--- src/rtl/regfile_pkg.sv ---
// Shared widths and the write-request record used by the register-file
// write arbiter and its result FIFO.
package regfile_pkg;

    localparam int REG_ADDR_W = 5;
    localparam int DATA_W     = 32;
    localparam int NUM_REGS   = 32;

    typedef struct packed {
        logic [REG_ADDR_W-1:0] register;
        logic [DATA_W-1:0]     data;
    } wr_req_t;

endpackage

--- src/rtl/regfile_wr_fifo.sv ---
// Small circular FIFO holding multiply/divide results that are waiting for
// the register-file write port. Occupancy is registered.
module regfile_wr_fifo
    import regfile_pkg::*;
#(
    parameter int DEPTH = 2
) (
    input  logic       clk,
    input  logic       rst_n,
    input  logic       push,
    input  wr_req_t    push_data,
    input  logic       pop,
    output wr_req_t    head,
    output logic [3:0] count
);

    localparam int PW = (DEPTH > 1) ? $clog2(DEPTH) : 1;
    localparam logic [PW-1:0] LAST_PTR = PW'(DEPTH - 1);
    localparam logic [3:0]    DEPTH_C  = 4'(DEPTH);

    wr_req_t       mem_q [DEPTH];
    wr_req_t       mem_d [DEPTH];
    logic [PW-1:0] wr_ptr_q, wr_ptr_d;
    logic [PW-1:0] rd_ptr_q, rd_ptr_d;
    logic [3:0]    count_q, count_d;
    logic          do_push;
    logic          do_pop;

    // Overflowing pushes and underflowing pops are dropped, never wrapped.
    always_comb begin
        do_push  = push && (count_q < DEPTH_C);
        do_pop   = pop && (count_q != 4'd0);
        mem_d    = mem_q;
        wr_ptr_d = wr_ptr_q;
        rd_ptr_d = rd_ptr_q;
        if (do_push) begin
            mem_d[wr_ptr_q] = push_data;
            wr_ptr_d        = (wr_ptr_q == LAST_PTR) ? '0 : wr_ptr_q + 1'b1;
        end
        if (do_pop) begin
            rd_ptr_d = (rd_ptr_q == LAST_PTR) ? '0 : rd_ptr_q + 1'b1;
        end
        count_d = count_q + 4'(do_push) - 4'(do_pop);
    end

    always_ff @(posedge clk or negedge rst_n) begin
        if (!rst_n) begin
            wr_ptr_q <= '0;
            rd_ptr_q <= '0;
            count_q  <= '0;
        end else begin
            wr_ptr_q <= wr_ptr_d;
            rd_ptr_q <= rd_ptr_d;
            count_q  <= count_d;
        end
    end

    // Storage needs no reset: the pointers and count define what is valid.
    always_ff @(posedge clk) begin
        mem_q <= mem_d;
    end

    assign head  = mem_q[rd_ptr_q];
    assign count = count_q;

endmodule

--- src/rtl/regfile_write_arbiter.sv ---
// Single register-file write port shared by the pipeline writeback and queued
// multiply/divide results, with anti-starvation stall and pending scoreboard.
module regfile_write_arbiter
    import regfile_pkg::*;
#(
    parameter int FIFO_DEPTH   = 2,
    parameter int STARVE_LIMIT = 4
) (
    input  logic                  clk,
    input  logic                  rst_n,
    input  logic                  wb_valid,
    input  logic [REG_ADDR_W-1:0] wb_register,
    input  logic [DATA_W-1:0]     wb_data,
    output logic                  wb_stall,
    input  logic                  md_valid,
    input  logic [REG_ADDR_W-1:0] md_register,
    input  logic [DATA_W-1:0]     md_data,
    output logic                  md_ready,
    input  logic                  md_issue,
    input  logic [REG_ADDR_W-1:0] md_issue_register,
    input  logic [REG_ADDR_W-1:0] pending_query_1,
    input  logic [REG_ADDR_W-1:0] pending_query_2,
    output logic                  pending_hit_1,
    output logic                  pending_hit_2,
    output logic                  register_write,
    output logic [REG_ADDR_W-1:0] write_register,
    output logic [DATA_W-1:0]     write_data,
    output logic [3:0]            fifo_count,
    output logic                  protocol_error
);

    localparam int SW = (STARVE_LIMIT > 1) ? $clog2(STARVE_LIMIT + 1) : 1;
    localparam logic [SW-1:0] LIMIT_C = SW'(STARVE_LIMIT);
    localparam logic [3:0]    DEPTH_C = 4'(FIFO_DEPTH);

    // Handshakes: wb transfers when wb_valid && !wb_stall, md transfers when
    // md_valid && md_ready; a requester holds its payload until it transfers.
    logic                  wb_accept;
    logic                  md_accept;
    logic                  fifo_pop;
    logic                  fifo_nonempty;
    wr_req_t               fifo_head;
    wr_req_t               md_req;
    wr_req_t               grant;
    logic                  grant_valid;

    logic [SW-1:0]         starve_q, starve_d;
    logic                  wb_stall_q, wb_stall_d;
    logic [NUM_REGS-1:0]   pending_q, pending_d;
    logic                  error_q, error_d;
    logic                  reg_write_q, reg_write_d;
    logic [REG_ADDR_W-1:0] write_register_q, write_register_d;
    logic [DATA_W-1:0]     write_data_q, write_data_d;
    logic                  issue_err, md_err, wb_err;

    assign md_ready      = (fifo_count < DEPTH_C);
    assign fifo_nonempty = (fifo_count != 4'd0);
    assign wb_accept     = wb_valid && !wb_stall_q;
    assign md_accept     = md_valid && md_ready;
    assign fifo_pop      = !wb_accept && fifo_nonempty;
    assign md_req        = '{register: md_register, data: md_data};

    regfile_wr_fifo #(
        .DEPTH(FIFO_DEPTH)
    ) u_fifo (
        .clk      (clk),
        .rst_n    (rst_n),
        .push     (md_accept),
        .push_data(md_req),
        .pop      (fifo_pop),
        .head     (fifo_head),
        .count    (fifo_count)
    );

    always_comb begin
        grant_valid = wb_accept || fifo_pop;
        grant       = wb_accept ? '{register: wb_register, data: wb_data} : fifo_head;

        // Register 0 grants are consumed but never reach the register file.
        reg_write_d      = grant_valid && (grant.register != '0);
        write_register_d = reg_write_d ? grant.register : '0;
        write_data_d     = reg_write_d ? grant.data : '0;

        if (!fifo_nonempty || fifo_pop) begin
            starve_d = '0;
        end else if (starve_q != LIMIT_C) begin
            starve_d = starve_q + 1'b1;
        end else begin
            starve_d = starve_q;
        end
        wb_stall_d = (starve_d >= LIMIT_C);

        // A same-cycle issue overrides the clear from the head grant.
        pending_d = pending_q;
        if (fifo_pop) begin
            pending_d[fifo_head.register] = 1'b0;
        end
        if (md_issue && (md_issue_register != '0)) begin
            pending_d[md_issue_register] = 1'b1;
        end

        issue_err = md_issue && (md_issue_register != '0) && pending_q[md_issue_register]
                    && !(fifo_pop && (fifo_head.register == md_issue_register));
        md_err    = md_valid && (md_register != '0) && !pending_q[md_register];
        wb_err    = wb_valid && (wb_register != '0) && pending_q[wb_register];
        error_d   = error_q || issue_err || md_err || wb_err;
    end

    always_ff @(posedge clk or negedge rst_n) begin
        if (!rst_n) begin
            starve_q         <= '0;
            wb_stall_q       <= 1'b0;
            pending_q        <= '0;
            error_q          <= 1'b0;
            reg_write_q      <= 1'b0;
            write_register_q <= '0;
            write_data_q     <= '0;
        end else begin
            starve_q         <= starve_d;
            wb_stall_q       <= wb_stall_d;
            pending_q        <= pending_d;
            error_q          <= error_d;
            reg_write_q      <= reg_write_d;
            write_register_q <= write_register_d;
            write_data_q     <= write_data_d;
        end
    end

    assign pending_hit_1  = (pending_query_1 != '0) && pending_q[pending_query_1];
    assign pending_hit_2  = (pending_query_2 != '0) && pending_q[pending_query_2];
    assign wb_stall       = wb_stall_q;
    assign register_write = reg_write_q;
    assign write_register = write_register_q;
    assign write_data     = write_data_q;
    assign protocol_error = error_q;

endmodule

--- config.mk ---
export PLATFORM = sky130hd
export DESIGN_NAME = regfile_write_arbiter
export DESIGN_NICKNAME = d
export VERILOG_FILES = /design/src/rtl/regfile_pkg.sv /design/src/rtl/regfile_wr_fifo.sv /design/src/rtl/regfile_write_arbiter.sv
export SDC_FILE = /design/constraint.sdc
export NUM_CORES = 1
export LEC_CHECK = 0
export BUFFER_PORTS_ARGS = -buffer_cell sky130_fd_sc_hd__buf_2
export CAP_MARGIN = 30
export CORE_UTILIZATION = 45
export CTS_CLUSTER_DIAMETER = 200
export DETAILED_ROUTE_END_ITERATION = 10
export GPL_TIMING_DRIVEN = 0
export PLACE_DENSITY = 0.76
export SLEW_MARGIN = 10
export SYNTH_ARGS = -nofsm -noshare
export SYNTH_HDL_FRONTEND = slang
export SYNTH_SLANG_ARGS = --single-unit
--- constraint.sdc ---
create_clock -name clk -period 3.3 [get_ports clk]
set_input_delay 0.33 -clock clk [delete_from_list [all_inputs] [get_ports clk]]
set_output_delay 0.33 -clock clk [all_outputs]
set_load 0.01 [all_outputs]
==> metrics.txt <==
# TYPE chip_impl_metric gauge
chip_impl_metric{name="detail_route.drc_violations",unit=""} 0
chip_impl_metric{name="fp.dieW",unit="um"} 129
chip_impl_metric{name="core_area",unit="mm^2"} 0.0158
chip_impl_metric{name="floorplan.die_area",unit="mm^2"} 0.0166
chip_impl_metric{name="async_reset_ff_frac",unit=""} 0.519
chip_impl_metric{name="die_y",unit="um"} 129
chip_impl_metric{name="share_comb_of_total_power",unit=""} 0.312
chip_impl_metric{name="gr_usage_total",unit=""} 0.236
chip_impl_metric{name="grt_antenna_before_repair",unit=""} 3
chip_impl_info{name="synth.top_cells.by_area",value="edfxtp_1 31%, dfrtp_1 28%, mux4_2 12%, mux2i_1 6.4%, o21ai_0 4.5%"} 1
chip_impl_info{name="outcome",value="completed"} 1
chip_impl_metric{name="detail_route.iter0.violations",unit=""} 350
chip_impl_metric{name="final_report_hold_violation_count",unit=""} 0
chip_impl_info{name="critical_path_class",value="register to register"} 1
chip_impl_metric{name="synthCells",unit=""} 527
chip_impl_metric{name="clk_transition_reported_paths",unit="ns"} 0.06
chip_impl_metric{name="post-place-ws",unit="ns"} 0.419
chip_impl_metric{name="dr_total_vias",unit=""} 5332
chip_impl_metric{name="switching_share",unit=""} 0.344
chip_impl_metric{name="grt_pass1_vias",unit=""} 5593
chip_impl_metric{name="slew_worst_pin",unit="ns"} 0.837
chip_impl_metric{name="gpl.final_weighted_congestion",unit=""} 0.942
chip_impl_metric{name="leakage",unit="nW"} 3.57
chip_impl_info{name="hold_path.class",value="primary input to register"} 1
chip_impl_metric{name="post_synthesis_average_cell_area",unit="um^2"} 13.8
chip_impl_metric{name="number_of_storage_elements_in_the_synthesis_netlist",unit=""} 154
chip_impl_metric{name="finalWirelength",unit="mm"} 18.5
chip_impl_metric{name="finClkSkew",unit="ns"} 0.00945
chip_impl_metric{name="setup_total_negative_slack",unit="ns"} 0
chip_impl_metric{name="finalNonFillerCells",unit=""} 914
chip_impl_info{name="cpLargestDelayFamily",value="adder cells"} 1
chip_impl_metric{name="vdd_ir_drop_max",unit="mV"} 0.434
chip_impl_metric{name="cts_inserted_buffers",unit=""} 17
chip_impl_metric{name="timing.final.crit_share",unit=""} 0.881
chip_impl_metric{name="fmax",unit="GHz"} 0.344
chip_impl_info{name="slowest_cp_cell",value="nor3b_1"} 1
chip_impl_info{name="tritoncts",value="yes"} 1
chip_impl_metric{name="cts_htree_levels",unit=""} 4
chip_impl_metric{name="final_period_minus_worst_setup_slack",unit="ns"} 2.91
chip_impl_metric{name="place.port_buffers",unit=""} 132
chip_impl_metric{name="placed_cells_incl_taps",unit=""} 880
chip_impl_metric{name="postCtsSetupRepairBufs",unit=""} 0
chip_impl_metric{name="maxSlewHeadroom",unit=""} 0.441
chip_impl_info{name="ys.flop_type",value="dfrtp_1"} 1
chip_impl_metric{name="synth_seq_area_share",unit=""} 0.583
chip_impl_info{name="end_kind",value="register"} 1
chip_impl_metric{name="synth_enable_flop_cells",unit=""} 74
chip_impl_metric{name="largest_stage_delay_worst_path",unit="ns"} 0.69
chip_impl_metric{name="post_cts_resize_count",unit=""} 0
chip_impl_info{name="startpoint_type",value="register"} 1
chip_impl_info{name="crit_chain",value="inv_1 > ha_1 > nor3b_1 > nor2_1 > ha_1 > inv_1 > ha_1 > fa_1 > xor2_1"} 1
chip_impl_metric{name="grt_start_max_net_pins",unit=""} 45
chip_impl_metric{name="layout.nets",unit=""} 786
chip_impl_metric{name="number_of_detailed_routing_iterations_run_before_antenna_repair",unit=""} 6
chip_impl_metric{name="ys_types",unit=""} 42
chip_impl_metric{name="p_seq_frac",unit=""} 0.431
chip_impl_metric{name="synth_area",unit="mm^2"} 0.00725
chip_impl_metric{name="insertion_delay",unit="ns"} 0.42
chip_impl_metric{name="ios",unit=""} 141
chip_impl_metric{name="worstPathMaxFanout",unit=""} 6
chip_impl_metric{name="critical_path_required",unit="ns"} 3.60
chip_impl_metric{name="p_int",unit="mW"} 4.52
chip_impl_info{name="synth_largest_area_cell",value="edfxtp_1"} 1
chip_impl_metric{name="grt_pass1_wl",unit="mm"} 29.2
chip_impl_metric{name="max_slew_violation_total_from_the_final_report",unit=""} 0
chip_impl_metric{name="synth.yosys.warnings",unit=""} 0
chip_impl_metric{name="post_route_core_utilization",unit=""} 0.558
chip_impl_info{name="cts_root_buf",value="clkbuf_16"} 1
chip_impl_metric{name="cts_buffer_depth",unit=""} 2
chip_impl_metric{name="cellPowerDensity",unit="mW/mm^2"} 779
chip_impl_metric{name="route.detailed.wl_per_inst",unit="um"} 20.2
chip_impl_metric{name="max_cap_violations",unit=""} 0
chip_impl_metric{name="flow.area_growth_from_synthesis",unit="%"} 21.9
chip_impl_metric{name="initial_core_util",unit=""} 0.458
chip_impl_metric{name="floorplan.rows",unit=""} 46
chip_impl_info{name="critPathMostFrequentCell",value="ha_1"} 1
chip_impl_metric{name="postSynthNetCount",unit=""} 629
chip_impl_metric{name="final_layout_size_suffix_gt1_frac",unit=""} 0.324
chip_impl_metric{name="cts.sink_count",unit=""} 154
chip_impl_info{name="rsz_0062_raised_after_global_routing",value="no"} 1
chip_impl_metric{name="p_switching",unit="mW"} 2.36
chip_impl_metric{name="post-route-worst-setup-slack",unit="ns"} 0.392
chip_impl_metric{name="arrival",unit="ns"} 3.21
chip_impl_metric{name="final_antenna_violating_net_count",unit=""} 0
chip_impl_metric{name="share_clk_of_total_power",unit=""} 0.257
chip_impl_metric{name="post-synth-top-area-fraction",unit=""} 0.306
chip_impl_metric{name="timing.final.setup_violations",unit=""} 0
chip_impl_metric{name="buf_inv_on_cp",unit=""} 2
chip_impl_metric{name="place.detailed.hpwl",unit="mm"} 13.2
chip_impl_metric{name="total_overflow_reported_by_the_global_router",unit=""} 0
chip_impl_metric{name="detail_route.vias_per_cell",unit=""} 5.83
==> final timing paths <==
| kind | startpoint | to | slack (ns) | cells after the start |
|---|---|---|---|---|
| worst max-delay path | u_fifo.count[2] | u_fifo.count[2] | 0.39 | 9 |
| worst min-delay path | md_data[27] | u_fifo.mem_q[64] | 0.1 | 1 |
| worst max register to register | u_fifo.count[2] | u_fifo.count[2] | 0.39 | 9 |
| worst min register to register | starve_q[0] | starve_q[0] | 0.49 | 1 |
| max in group asynchronous | rst_n | write_data[0] | 2.27 | 3 |
| min in group asynchronous | rst_n | pending_q[17] | 0.42 | 2 |
==> flip-flops by register name, indices dropped and copies added (netlist names) <==
signal and flops:
write_data 32, u_fifo.mem_q 74, pending_q 32, protocol_error 1, u_fifo.wr_ptr_q 1, register_write 1, starve_q 3, u_fifo.rd_ptr_q 1
write_register 5, u_fifo.count 4
==> cell type report <==
type	count	area [um^2]
multi-input combinational	328	2840
antenna	1	2.50
clock buffer	17	425
fill	1305	6990
tap	216	270
timing repair buffer	138	763
clock inverter	15	115
sequential	154	4220
inverter	13	48.8
buffer	32	143
==> metrics by stage <==
stage	cell area, um^2	hold slack (ns)	power, mW
finish	8840	0.0959	6.88
global route	8840	0.0846	7.23
CTS	8830	0.0824	6.88
detailed placement	8280	0.330	5.09
global placement	8180	0.465	4.95
floorplan	7250	0.0344	4.26
==> kinds of logic (layout without fill, tap and decap cells) <==
group / Yosys count / after routing / synth area share
and+or+nand+nor: 98 / 98 / 0.0654
adders and majority gates: 8 / 8 / 0.0148
muxes: 92 / 92 / 0.197
AOI/OAI and AO/OA: 121 / 121 / 0.103
xor gates and xnor gates: 9 / 9 / 0.0109
other: 0 / 1 / 0
buffers and inverters: 45 / 215 / 0.0264
DFF: 154 / 154 / 0.583
==> what timing repair did <==
item,CTS,global route
hold buffers,1,0
endpoints found under the setup margin,0,0
endpoints found under the hold margin,36,0
==> power by group through the flow <==
stage / sequential, mW / clock, mW / combinational, mW
floorplan: 2.86 / 0 / 1.40
global placement: 2.93 / 0 / 2.02
detailed placement: 2.96 / 0 / 2.13
CTS: 2.93 / 1.80 / 2.15
global route: 3.01 / 1.88 / 2.34
finish: 2.96 / 1.77 / 2.15
==> cells in the final DEF, fill, tap and decap left out, types with 2 or more instances in the layout <==
master,count
a211oi_1,34
a21o_1,2
a21oi_1,5
a32oi_1,4
and3_1,3
and3b_1,2
buf_16,2
buf_2,137
buf_4,7
clkbuf_1,21
clkbuf_16,17
clkinv_1,3
clkinv_4,3
clkinvlp_4,3
dfrtp_1,80
edfxtp_1,74
ha_1,7
inv_1,13
inv_6,5
mux2_2,6
mux2i_1,46
mux4_2,40
nand2_1,21
nand2b_1,2
nand3_1,6
nand3b_1,5
nand4_1,3
nor2_1,37
nor2b_1,5
nor3_1,5
nor3b_1,3
o21ai_0,65
o31ai_1,3
or3_1,2
xnor2_1,3
xor2_1,6
==> worst register-to-register path: stages (launching register included) <==
cell	delay, ns
dfrtp_1	0.38
inv_1	0.08
ha_1	0.16
nor3b_1	0.69
nor2_1	0.32
ha_1	0.37
inv_1	0.04
ha_1	0.20
fa_1	0.38
xor2_1	0.18
==> cells in the mapped netlist, drive strengths merged (3+ instances only) <==
cell type and count:
a211oi 34, a21oi 5, a32oi 4, and3 4, buf 11, clkbuf 21
dfrtp 80, edfxtp 74, ha 7, inv 13, mux2 6, mux2i 46
mux4 40, nand2 21, nand3 7, nand3b 5, nand4 3, nor2 38
nor2b 5, nor3 5, nor3b 3, o21ai 65, o31ai 3, xnor2 3
xor2 6
==> per-layer routing <==
metal | track usage | share of wire
met2 | 0.396 | 0.49
met1 | 0.290 | 0.40
met5 | 0 | 0.00054
met3 | 0.0611 | 0.085
met4 | 0.102 | 0.022
Power figures use the tool's default switching activity.
